## config.mk

```make
export PLATFORM = sky130hd
export DESIGN_NAME = cpu_debug_ctrl
export DESIGN_NICKNAME = d
export VERILOG_FILES = /design/src/rtl/cpu_debug_ctrl.sv
export SDC_FILE = /design/constraint.sdc
export NUM_CORES = 1
export LEC_CHECK = 0
export CORE_MARGIN = 1
export CORE_UTILIZATION = 30
export DETAILED_ROUTE_END_ITERATION = 8
export GPL_ROUTABILITY_DRIVEN = 0
export PLACE_DENSITY = 0.51
export SETUP_SLACK_MARGIN = 0.05
export SKIP_CTS_REPAIR_TIMING = 1
export SYNTH_ARGS = -nofsm -noshare
export SYNTH_HDL_FRONTEND = slang
export SYNTH_SLANG_ARGS = --single-unit
```

## constraint.sdc

```tcl
create_clock -name clk -period 3 [get_ports clk]
set_clock_uncertainty 0.1 [all_clocks]
set_input_delay 0.6 -clock clk [delete_from_list [all_inputs] [get_ports clk]]
set_output_delay 0.6 -clock clk [all_outputs]
set_load 0.05 [all_outputs]
```

## src/rtl/cpu_debug_ctrl.sv

```systemverilog
// Board-side run/debug controller: CPU clock-enable generation with run/step/halt
// control, plus a debounced up/down memory-address browser with auto-repeat.
module cpu_debug_ctrl #(
  parameter int ADDR_W    = 10,
  parameter int DIV_W     = 32,
  parameter int DIV_FAST  = 4,
  parameter int DIV_SLOW  = 976560,
  parameter int DEB_CYC   = 20,
  parameter int REP_DELAY = 1000,
  parameter int REP_RATE  = 250
) (
  input  logic              clk,
  input  logic              rst,
  input  logic              run_fast,
  input  logic              step_mode,
  input  logic              go,
  input  logic              addr_up,
  input  logic              addr_dn,
  input  logic              browse,
  input  logic              halt,
  output logic              cpu_ce,
  output logic [ADDR_W-1:0] mem_addr,
  output logic [1:0]        state
);

  typedef enum logic [1:0] {
    ST_RUN    = 2'b00,
    ST_STEP   = 2'b01,
    ST_HALTED = 2'b10
  } state_t;

  localparam int DEB_W   = $clog2(DEB_CYC + 1);
  localparam int REP_MAX = (REP_DELAY > REP_RATE) ? REP_DELAY : REP_RATE;
  localparam int REP_W   = $clog2(REP_MAX + 1);

  localparam logic [DEB_W-1:0]  DEB_LAST     = DEB_W'(DEB_CYC - 1);
  localparam logic [DEB_W-1:0]  DEB_ONE      = DEB_W'(1);
  localparam logic [DEB_W-1:0]  DEB_ZERO     = DEB_W'(0);
  localparam logic [REP_W-1:0]  REP_DELAY_V  = REP_W'(REP_DELAY);
  localparam logic [REP_W-1:0]  REP_RATE_V   = REP_W'(REP_RATE);
  localparam logic [REP_W-1:0]  REP_ONE      = REP_W'(1);
  localparam logic [REP_W-1:0]  REP_ZERO     = REP_W'(0);
  localparam logic [DIV_W-1:0]  FAST_LAST    = DIV_W'(DIV_FAST - 1);
  localparam logic [DIV_W-1:0]  SLOW_LAST    = DIV_W'(DIV_SLOW - 1);
  localparam logic [DIV_W-1:0]  DIV_ONE      = DIV_W'(1);
  localparam logic [DIV_W-1:0]  DIV_ZERO     = DIV_W'(0);
  localparam logic [ADDR_W-1:0] ADDR_ONE     = ADDR_W'(1);
  localparam logic [ADDR_W-1:0] ADDR_ZERO    = ADDR_W'(0);

  // Button bit order: 0 = go, 1 = addr_up, 2 = addr_dn
  logic [2:0]        raw_s;
  logic [2:0]        sync1_r;
  logic [2:0]        sync2_r;
  logic [2:0]        level_r;
  logic [2:0]        level_d_r;
  logic [2:0]        press_s;
  logic [DEB_W-1:0]  deb_cnt_r [3];

  // Repeat index: 0 = addr_up, 1 = addr_dn
  logic [REP_W-1:0]  hold_r [2];
  logic [1:0]        phase_r;
  logic [1:0]        rep_s;
  logic              up_step_s;
  logic              dn_step_s;

  logic [DIV_W-1:0]  div_cnt_r;
  logic              fast_sel_r;
  logic              tick_s;

  state_t            state_r;
  logic              cpu_ce_r;
  logic [ADDR_W-1:0] mem_addr_r;

  assign raw_s     = {addr_dn, addr_up, go};
  assign press_s   = level_r & ~level_d_r;
  assign rep_s[0]  = level_r[1] & (hold_r[0] == (phase_r[0] ? REP_RATE_V : REP_DELAY_V));
  assign rep_s[1]  = level_r[2] & (hold_r[1] == (phase_r[1] ? REP_RATE_V : REP_DELAY_V));
  assign up_step_s = press_s[1] | rep_s[0];
  assign dn_step_s = press_s[2] | rep_s[1];
  assign tick_s    = (div_cnt_r == (fast_sel_r ? FAST_LAST : SLOW_LAST));

  // Synchronise and debounce the three buttons
  always_ff @(posedge clk) begin
    if (rst) begin
      sync1_r   <= 3'b000;
      sync2_r   <= 3'b000;
      level_r   <= 3'b000;
      level_d_r <= 3'b000;
      for (int i = 0; i < 3; i++) begin
        deb_cnt_r[i] <= DEB_ZERO;
      end
    end else begin
      sync1_r   <= raw_s;
      sync2_r   <= sync1_r;
      level_d_r <= level_r;
      for (int i = 0; i < 3; i++) begin
        if (sync2_r[i] == level_r[i]) begin
          deb_cnt_r[i] <= DEB_ZERO;
        end else if (deb_cnt_r[i] == DEB_LAST) begin
          level_r[i]   <= sync2_r[i];
          deb_cnt_r[i] <= DEB_ZERO;
        end else begin
          deb_cnt_r[i] <= deb_cnt_r[i] + DEB_ONE;
        end
      end
    end
  end

  // Hold counters: first repeat REP_DELAY after the press, then every REP_RATE
  always_ff @(posedge clk) begin
    if (rst) begin
      phase_r <= 2'b00;
      for (int j = 0; j < 2; j++) begin
        hold_r[j] <= REP_ZERO;
      end
    end else begin
      for (int j = 0; j < 2; j++) begin
        if (!level_r[j+1]) begin
          hold_r[j]  <= REP_ZERO;
          phase_r[j] <= 1'b0;
        end else if (rep_s[j]) begin
          hold_r[j]  <= REP_ONE;
          phase_r[j] <= 1'b1;
        end else begin
          hold_r[j]  <= hold_r[j] + REP_ONE;
        end
      end
    end
  end

  // Divider; the rate is re-latched only at wrap so a period is never cut short
  always_ff @(posedge clk) begin
    if (rst) begin
      div_cnt_r  <= DIV_ZERO;
      fast_sel_r <= run_fast;
    end else if (tick_s) begin
      div_cnt_r  <= DIV_ZERO;
      fast_sel_r <= run_fast;
    end else begin
      div_cnt_r  <= div_cnt_r + DIV_ONE;
    end
  end

  // Run/step/halt FSM with registered clock enable
  always_ff @(posedge clk) begin
    if (rst) begin
      state_r  <= ST_RUN;
      cpu_ce_r <= 1'b0;
    end else begin
      case (state_r)
        ST_RUN: begin
          cpu_ce_r <= tick_s;
          if (halt) begin
            state_r <= ST_HALTED;
          end else if (step_mode) begin
            state_r <= ST_STEP;
          end else begin
            state_r <= ST_RUN;
          end
        end
        ST_STEP: begin
          cpu_ce_r <= press_s[0];
          if (halt) begin
            state_r <= ST_HALTED;
          end else if (!step_mode) begin
            state_r <= ST_RUN;
          end else begin
            state_r <= ST_STEP;
          end
        end
        ST_HALTED: begin
          cpu_ce_r <= press_s[0];
          if (press_s[0]) begin
            state_r <= step_mode ? ST_STEP : ST_RUN;
          end else begin
            state_r <= ST_HALTED;
          end
        end
        default: begin
          cpu_ce_r <= 1'b0;
          state_r  <= ST_RUN;
        end
      endcase
    end
  end

  // Browse address; simultaneous up and down steps cancel
  always_ff @(posedge clk) begin
    if (rst) begin
      mem_addr_r <= ADDR_ZERO;
    end else if (!browse) begin
      mem_addr_r <= ADDR_ZERO;
    end else if (up_step_s && !dn_step_s) begin
      mem_addr_r <= mem_addr_r + ADDR_ONE;
    end else if (dn_step_s && !up_step_s) begin
      mem_addr_r <= mem_addr_r - ADDR_ONE;
    end else begin
      mem_addr_r <= mem_addr_r;
    end
  end

  assign cpu_ce   = cpu_ce_r;
  assign state    = state_r;
  assign mem_addr = mem_addr_r;

endmodule

```

==> tab_implementation.tex, run 1 <==
\begin{tabular}{lr}
\hline
Metric & Value \\
\hline
\multicolumn{2}{l}{\textbf{STA}} \\
Transition time of the tightest slew-check pin & 646.5 ps \\
Worst setup slack after layout & 82.60 ps \\
Setup tns final & 0 ps \\
Normalized max-slew margin & 0.5676 \\
Worst Hold Slack & 336.4 ps \\
Number of endpoints failing setup at the final stage & 0 \\
Final critical delay including setup and external delays & between 2000 and 3000 ps \\
RSZ-0062 raised after global routing & yes \\
Number of hold-slack violations in the final timing report & 0 \\
Final critical-path share of the clock period & 0.9725 \\
Count of final max-slew check failures & 0 \\
Fmax & approximately 0.34 GHz \\
\multicolumn{2}{l}{\textbf{GRT}} \\
Global routing usage summed across all routing layers & 0.1191 \\
Via count of the first global-routing pass & around 3.3k \\
Pin count of the biggest net entering global routing & 23 \\
Residual overflow from global routing & 0 \\
Wire length of the first global-routing pass & about 15,000 um \\
Number of antenna violations at the first check in global routing & 0 \\
\multicolumn{2}{l}{\textbf{Setup path}} \\
Buf+Inv Stages, Crit Path & 2 \\
Highest fanout seen on the critical path & 7 \\
CP delay by family, top & compound AO/OA/AOI/OAI gates \\
Crit path from & hold\_r[0][1] \\
Most Frequent Cell on Critical Path & sky130\_fd\_sc\_hd\_\_nand4\_1 \\
Crit Reg-Reg Startpoint & hold\_r[0][1] \\
Minimum setup slack among reg-to-reg paths & roughly 83 ps \\
Crit path max-delay cell type & sky130\_fd\_sc\_hd\_\_edfxtp\_1 \\
R2r worst-path depth & 15 \\
RR Endpoint & mem\_addr[9] \\
Worst setup endpoint & mem\_addr[9] \\
Depth of the critical timing path with buffers and inverters included & 15 \\
CP Data Arrival Time & about 3100 ps \\
Worst path required time & roughly 3100 ps \\
Crit-path cells & nor2\_1 > nand4\_1 > o21ai\_1 > nand4\_1 > a21boi\_2 > ha\_2 > inv\_4 > ha\_1 > a21o\_1 > a211oi\_2 > buf\_4 > a21oi\_2 > a211oi\_1 > a31oi\_1 > mux2i\_1 \\
Highest cell delay on the worst timing path & roughly 420 ps \\
Sort of element at the end of the critical path & flip-flop \\
Worst Setup Start Kind & flip-flop \\
Crit Path Class & flip-flop to flip-flop \\
\multicolumn{2}{l}{\textbf{Floorplanning}} \\
Width of the chip & around 130 um \\
Initial standard-cell utilization of the core & 0.3071 \\
Total die area & between 15,000 and 20,000 um\^{}2 \\
Die height & $\sim$130 um \\
I/O pin cnt & 22 \\
Placeable core area & between 15,000 and 20,000 um\^{}2 \\
Cell row count & 45 \\
\multicolumn{2}{l}{\textbf{Pwr}} \\
Overall Power & around 2.6 mW \\
Lkg Pwr & 2.212 nW \\
Worst-case vdd ir drop & 0.2771 mV \\
Power density normalized to cell area & 441.1 nW/um\^{}2 \\
\multicolumn{2}{l}{\textbf{Placed design}} \\
Cell Area, Placed & between 5000 and 6000 um\^{}2 \\
Post-DP HPWL & approximately 6400 um \\
Number of cells after detailed placement & $\sim$750 \\
Pre-CTS WS & -126.8 ps \\
Port Buf Inserts & 21 \\
\multicolumn{2}{l}{\textbf{Status}} \\
Status & finished, final reports clean \\
\multicolumn{2}{l}{\textbf{Synthesis}} \\
Post-synthesis async set-or-reset flop share & 0 \\
Dominant cells by area after synthesis & sky130\_fd\_sc\_hd\_\_dfxtp\_1, sky130\_fd\_sc\_hd\_\_edfxtp\_1, sky130\_fd\_sc\_hd\_\_nor2\_1 \\
Post-Synth Simple-Gate Area & 0.2459 \\
Number of enable flip-flop cells after synthesis & 36 \\
Multiplexer area fraction after synthesis & 0.008609 \\
Top cell type's share of synthesized area & 0.2540 \\
Share of synthesized cell area in full adder, half adder and majority cells & 0.05542 \\
Number of distinct standard cells referenced by the synthesized netlist & 47 \\
Xor/xnor cell area share of the yosys netlist & 0.1111 \\
Cell count after synthesis & between 400 and 500 \\
Main combinational cell family by area after synthesis & simple AND/OR/NAND/NOR gates \\
Fraction of the yosys area taken by sequential cells & 0.4864 \\
Average cell area after synthesis & slightly below 10 um\^{}2 \\
Most frequent cells after synthesis & sky130\_fd\_sc\_hd\_\_nor2\_1, sky130\_fd\_sc\_hd\_\_dfxtp\_1, sky130\_fd\_sc\_hd\_\_edfxtp\_1 \\
Number of storage elements in the synthesis netlist & between 90 and 100 \\
Library cell with the highest instance count after synthesis & sky130\_fd\_sc\_hd\_\_nor2\_1 \\
Compound-Gate Fraction of Synth Area & 0.06376 \\
Area leader, netlist & sky130\_fd\_sc\_hd\_\_dfxtp\_1 \\
Most used flip-flop cell after synthesis & sky130\_fd\_sc\_hd\_\_dfxtp\_1 \\
Number of warnings issued by yosys & 0 \\
Synthesized cell area & between 4000 and 5000 um\^{}2 \\
\multicolumn{2}{l}{\textbf{CTS}} \\
Buffers from clock root to sink, at most & 2 \\
Clock tree from TritonCTS & done \\
Clk sinks & 95 \\
Number of H-tree branching levels & 3 \\
Clock transition time at the flip-flop clock pins of the worst setup and hold paths & around 70 ps \\
Insertion delay of the later-clocked pin in the worst-skew pair & about 350 ps \\
CTS buffer count & 9 \\
Clock root buffer & sky130\_fd\_sc\_hd\_\_clkbuf\_16 \\
\multicolumn{2}{l}{\textbf{Cells and area}} \\
Share of cells above drive strength 1 & 0.1367 \\
P\&R area growth vs syn & 25.61\% \\
Filler instances & about 1.5k \\
Multi-input gate area & approximately 2500 um\^{}2 \\
Cell Count, Final, Fillers Out & 766 \\
Total Nets Final & roughly 600 \\
Final instance area & about 5800 um\^{}2 \\
Fraction of the core area covered by cells at the end of the flow & 0.3857 \\
Count of inserted antenna diode cells & 0 \\
Area taken by flip-flops and latches & $\sim$2300 um\^{}2 \\
\multicolumn{2}{l}{\textbf{Routing}} \\
Routed wire length per instance & around 12 um \\
Iteration-0 DRC count of the detailed router & between 150 and 200 \\
Vias per cell & 4.560 \\
First-pass detailed-route iteration total & 4 \\
Vias after detailed routing & 3,493 \\
Post-route antenna net violation count & 0 \\
Remaining DRCs & 0 \\
Final Routed Wirelength & a little under 9000 um \\
\multicolumn{2}{l}{\textbf{Min path}} \\
Hold Path Stages & 1 \\
HP Class & flip-flop to flip-flop \\
\multicolumn{2}{l}{\textbf{Run}} \\
Max-cap violation count & 0 \\
\hline
\end{tabular}
[report_power, final]
| group | switching [mW] | internal, mW |
|---|---|---|
| Combinational | 0.0719 | 0.0616 |
| Clock | 0.493 | 0.560 |
| Sequential | 0.0239 | 1.37 |
[worst min path at each step]
stage / startpoint / end / slack, ps
floorplan: sync1_r[0] / sync2_r[0] / 310
global route: sync1_r[2] / sync2_r[2] / 370
global placement: sync1_r[2] / sync2_r[2] / 320
detailed placement: sync1_r[2] / sync2_r[2] / 330
CTS: sync1_r[2] / sync2_r[2] / 340
finish: sync1_r[2] / sync2_r[2] / 340
[cell type report]
type	count	share of cell area
clock buffers	10	0.03919
inverters	20	0.01328
clock inverters	6	0.005997
repair buffers	58	0.08567
multi-input cells	389	0.4284
well taps	188	0.04027
flip-flops and latches	95	0.3872
[state kept, by name, summed over array words and instances, names as in the netlist]
register / flops
level_r: 3
sync1_r: 3
cpu_ce: 1
state: 2
phase_r: 2
deb_cnt_r: 15
level_d_r: 3
mem_addr: 10
hold_r: 20
div_cnt_r: 32
fast_sel_r: 1
sync2_r: 3
[layer usage]
layer | track usage | vias to the layer above | wire, um
li1 | - | 1826 | -
met1 | 0.1548 | 1630 | 4529
met2 | 0.1937 | 29 | 4084
met3 | 0.02446 | 8 | 197
met4 | 0.04678 | 0 | 130
met5 | 0 | - | 0
[logic make-up (layout without fill, tap and decap cells)]
| group | Yosys count | after routing |
|---|---|---|
| AO/OA/AOI/OAI | 49 | 49 |
| XOR/XNOR | 59 | 59 |
| adder cells (fa/ha/maj) | 20 | 20 |
| buffers and inverters | 32 | 94 |
| flip-flops | 95 | 95 |
| multiplexers | 4 | 4 |
| other | 1 | 35 |
| AND/OR/NAND/NOR | 222 | 222 |
[layout by cell type, fill, tap and decap left out, types with 2 or more instances in the layout]
master / count
sky130_fd_sc_hd__clkbuf_16: 9
sky130_fd_sc_hd__nor2_1: 82
sky130_fd_sc_hd__o21ai_0: 9
sky130_fd_sc_hd__xor2_1: 32
sky130_fd_sc_hd__a31oi_1: 3
sky130_fd_sc_hd__conb_1: 35
sky130_fd_sc_hd__a211oi_1: 2
sky130_fd_sc_hd__xnor2_1: 27
sky130_fd_sc_hd__nand4_1: 9
sky130_fd_sc_hd__nand4b_1: 2
sky130_fd_sc_hd__or3_1: 9
sky130_fd_sc_hd__ha_4: 5
sky130_fd_sc_hd__inv_4: 2
sky130_fd_sc_hd__o21ai_1: 3
sky130_fd_sc_hd__a21o_1: 2
sky130_fd_sc_hd__dfxtp_1: 59
sky130_fd_sc_hd__mux2i_1: 4
sky130_fd_sc_hd__inv_1: 19
sky130_fd_sc_hd__nor2b_1: 13
sky130_fd_sc_hd__edfxtp_1: 36
sky130_fd_sc_hd__a21oi_1: 11
sky130_fd_sc_hd__nand2_1: 25
sky130_fd_sc_hd__a21oi_2: 5
sky130_fd_sc_hd__nor4_1: 4
sky130_fd_sc_hd__nor3_1: 11
sky130_fd_sc_hd__buf_4: 36
sky130_fd_sc_hd__ha_1: 13
sky130_fd_sc_hd__nand2b_1: 4
sky130_fd_sc_hd__nand3_1: 32
sky130_fd_sc_hd__clkinv_2: 4
sky130_fd_sc_hd__and3_1: 13
sky130_fd_sc_hd__clkdlybuf4s50_1: 21
sky130_fd_sc_hd__o21a_1: 6
sky130_fd_sc_hd__nor4b_1: 3
sky130_fd_sc_hd__nor3_2: 2
sky130_fd_sc_hd__a21boi_0: 2
Note: power is estimated with default switching activity, not from simulation.
==> run 2: changes to the inputs <==
--- a/config.mk
+++ b/config.mk
@@ -7,9 +7,12 @@
 export LEC_CHECK = 0
 export CORE_MARGIN = 1
 export CORE_UTILIZATION = 30
+export CTS_BUF_LIST = sky130_fd_sc_hd__clkbuf_2
 export DETAILED_ROUTE_END_ITERATION = 8
 export GPL_ROUTABILITY_DRIVEN = 0
+export GPL_TIMING_DRIVEN = 0
 export PLACE_DENSITY = 0.51
+export RECOVER_POWER = 50
 export SETUP_SLACK_MARGIN = 0.05
 export SKIP_CTS_REPAIR_TIMING = 1
 export SYNTH_ARGS = -nofsm -noshare
==> run 2 against run 1 <==
Final cell count down 1.6%. Sequential power about the same. Flip-flop and latch count unchanged. Register-to-register slack worse by 50 ps. Via count down 0.80%. Worst setup slack worse by 54 ps. Sequential share of layout area up 2.1 points. Final area down 5.1%. Critical path type unchanged. Worst hold slack better by 25 ps. Die area unchanged.
==> tab_implementation.tex, run 2 (synthesis gave the netlist of run 1 again) <==
\begin{tabular}{lr}
\hline
Metric & Value \\
\hline
\multicolumn{2}{l}{\textbf{Status}} \\
Status & finished, final reports clean \\
\multicolumn{2}{l}{\textbf{Cells and area}} \\
Most common cell after layout, fill and taps aside & sky130\_fd\_sc\_hd\_\_nor2\_1 \\
P\&R area growth vs syn & 19.18\% \\
Cell Count, Final, Fillers Out & 754 (-1.6\%) \\
Share of cells above drive strength 1 & 0.1095 (-0.02714) \\
Multi-input gate area & 2509 um\^{}2 (+0.25\%) \\
Filler instances & 1,552 (+5.6\%) \\
Top flop regs & div\_cnt\_r (32), hold\_r (20), deb\_cnt\_r (15) \\
Count of inserted antenna diode cells & 0 (unchanged) \\
Largest reg by FF count & div\_cnt\_r \\
Total Nets Final & 590 (-2.0\%) \\
Max reg flops & 32 (unchanged) \\
Area taken by flip-flops and latches & 2262 um\^{}2 (unchanged) \\
Highest-count cells in the layout ignoring fill and taps & sky130\_fd\_sc\_hd\_\_nor2\_1, sky130\_fd\_sc\_hd\_\_dfxtp\_1, sky130\_fd\_sc\_hd\_\_edfxtp\_1 \\
\multicolumn{2}{l}{\textbf{GRT}} \\
Pin count of the biggest net entering global routing & 17 (-26\%) \\
Global routing usage summed across all routing layers & 0.1186 (-0.0004453) \\
Residual overflow from global routing & 0 (unchanged) \\
Wire length of the first global-routing pass & 15,210 um (-0.45\%) \\
Via count of the first global-routing pass & 3,259 (-1.9\%) \\
Number of antenna violations at the first check in global routing & 0 (unchanged) \\
\multicolumn{2}{l}{\textbf{CTS}} \\
Buffers from clock root to sink, at most & 2 (unchanged) \\
Clock root buffer & sky130\_fd\_sc\_hd\_\_clkbuf\_2 \\
Number of H-tree branching levels & 3 (unchanged) \\
Insertion delay of the later-clocked pin in the worst-skew pair & 580 ps (+230 ps) \\
CTS buffer count & 9 (unchanged) \\
Clk sinks & 95 (unchanged) \\
Clock transition time at the flip-flop clock pins of the worst setup and hold paths & 270 ps (+200 ps) \\
Clock tree from TritonCTS & done \\
\multicolumn{2}{l}{\textbf{Setup path}} \\
R2r worst-path depth & 13 (-2) \\
Highest fanout seen on the critical path & 9 (+2) \\
Worst Setup Start Kind & flip-flop \\
Crit Reg-Reg Startpoint & hold\_r[1][1] \\
CP Data Arrival Time & 3390 ps (+340 ps) \\
Worst path required time & 3420 ps (+290 ps) \\
RR Endpoint & mem\_addr[9] \\
Crit path from & hold\_r[1][1] \\
Minimum setup slack among reg-to-reg paths & 30 ps (-50 ps) \\
Crit Path Class & flip-flop to flip-flop \\
Sort of element at the end of the critical path & flip-flop \\
\multicolumn{2}{l}{\textbf{Routing}} \\
First-pass detailed-route iteration total & 4 (unchanged) \\
Remaining DRCs & 0 (unchanged) \\
Final Routed Wirelength & 8897 um (-0.50\%) \\
Post-route antenna net violation count & 0 (unchanged) \\
Routed wire length per instance & 11.80 um (+1.1\%) \\
Vias after detailed routing & 3,465 (-0.80\%) \\
Iteration-0 DRC count of the detailed router & 99 (-38\%) \\
Vias per cell & 4.595 (+0.78\%) \\
\multicolumn{2}{l}{\textbf{Floorplanning}} \\
Total die area & 16,000 um\^{}2 (unchanged) \\
Cell row count & 45 (unchanged) \\
I/O pin cnt & 22 (unchanged) \\
Die height & 126.5 um (unchanged) \\
Initial standard-cell utilization of the core & 0.3071 (unchanged) \\
Placeable core area & 15,150 um\^{}2 (unchanged) \\
Width of the chip & 126.5 um (unchanged) \\
\multicolumn{2}{l}{\textbf{STA}} \\
Count of final max-slew check failures & 0 (unchanged) \\
Transition time of the tightest slew-check pin & 624.6 ps (-21.94 ps) \\
Number of hold-slack violations in the final timing report & 0 (unchanged) \\
Fmax & 0.3366 GHz (-1.8\%) \\
RSZ-0062 raised after global routing & yes \\
Final critical-path share of the clock period & 0.9904 (+0.01795) \\
Final critical delay including setup and external delays & 2971 ps (+53.86 ps) \\
Number of endpoints failing setup at the final stage & 0 (unchanged) \\
Normalized max-slew margin & 0.5823 (+0.01467) \\
\multicolumn{2}{l}{\textbf{Pwr}} \\
Overall Power & 2.089 mW (-19\%) \\
Worst-case vdd ir drop & 0.1480 mV (-47\%) \\
Lkg Pwr & 2.067 nW (-6.6\%) \\
Power density normalized to cell area & 376.9 nW/um\^{}2 (-15\%) \\
\multicolumn{2}{l}{\textbf{Placed design}} \\
Number of cells after detailed placement & 725 (-2.8\%) \\
Port Buf Inserts & 21 (unchanged) \\
Post-DP HPWL & 6296 um (-0.86\%) \\
\multicolumn{2}{l}{\textbf{Run}} \\
Max-cap violation count & 0 (unchanged) \\
\multicolumn{2}{l}{\textbf{Min path}} \\
Hold path startpoint & sync1\_r[0] \\
Hold Crit Endpoint & sync2\_r[0] \\
Hold Path Stages & 1 (unchanged) \\
HP Class & flip-flop to flip-flop \\
\hline
\end{tabular}
[run 2: cell count changes in the layout (fill, tap and decap cells not counted), sizes merged]
| cell | delta |
|---|---|
| buf | -18 |
| dlygate4sd3 | +2 |
| clkinv | -2 |
| clkdlybuf4s50 | -2 |
| clkinvlp | +1 |
| inv | +2 |
| clkbuf | +5 |
[run 2: metrics by stage]
step	cell area [um^2]	hold slack, ps	setup slack (ps)	TNS [ps]	util
finish	5543	361.7	28.74	0	0.3660
global route	5543	381.3	-111.6	-259.5	0.3660
CTS	5319	365.2	-414.1	-1286	0.3512
detailed placement	5229	324.3	-407.3	-1205	0.3452
global placement	5229	317.8	-395.5	-1121	0.3452
floorplan	4783	313.8	70.04	0	-
[run 2: where the power goes]
group	switching (mW)	total (mW)	leakage (nW)	internal, mW
clock network	0.460	0.571	0.0609	0.111
registers	0.0256	1.40	0.848	1.37
logic	0.0693	0.122	1.16	0.0530
[run 2: per-layer routing]
metal,GRT usage,vias to the layer above,share of wire
met5,0,-,0
met4,0.06308,0,0.024
met3,0.02320,14,0.024
met2,0.1791,34,0.45
met1,0.1601,1626,0.50
li1,-,1791,-
[run 2: cell type report]
cell class,instances,area share
plain buffers,12,0.009932
clock buffers,9,0.008126
clock inverters,7,0.008126
inverters,20,0.01445
multi-input cells,389,0.4526
flip-flops and latches,95,0.4081
well taps,188,0.04244
repair buffers,34,0.05621
[run 2: worst max path at each step]
| stage | cells after the start | endpoint | slack (ps) |
|---|---|---|---|
| after detailed placement | 13 | mem_addr[9] | -410 |
| after CTS | 12 | mem_addr[9] | -410 |
| after global placement | 13 | mem_addr[9] | -400 |
| final | 13 | mem_addr[9] | 30 |
| after global routing | 15 | mem_addr[9] | -110 |
| after floorplan | 13 | mem_addr[9] | 70 |
[run 2: worst max-delay path: stages (launching register included)]
cell and delay (ps):
sky130_fd_sc_hd__edfxtp_1 490, sky130_fd_sc_hd__nor4_1 280, sky130_fd_sc_hd__a21oi_1 110, sky130_fd_sc_hd__nor3_2 180
sky130_fd_sc_hd__o21ai_2 100, sky130_fd_sc_hd__ha_4 190, sky130_fd_sc_hd__inv_6 110, sky130_fd_sc_hd__ha_4 230
sky130_fd_sc_hd__a21o_1 220, sky130_fd_sc_hd__a211oi_2 200, sky130_fd_sc_hd__o211ai_1 190, sky130_fd_sc_hd__a211oi_2 270
sky130_fd_sc_hd__a31oi_2 80, sky130_fd_sc_hd__mux2i_1 150
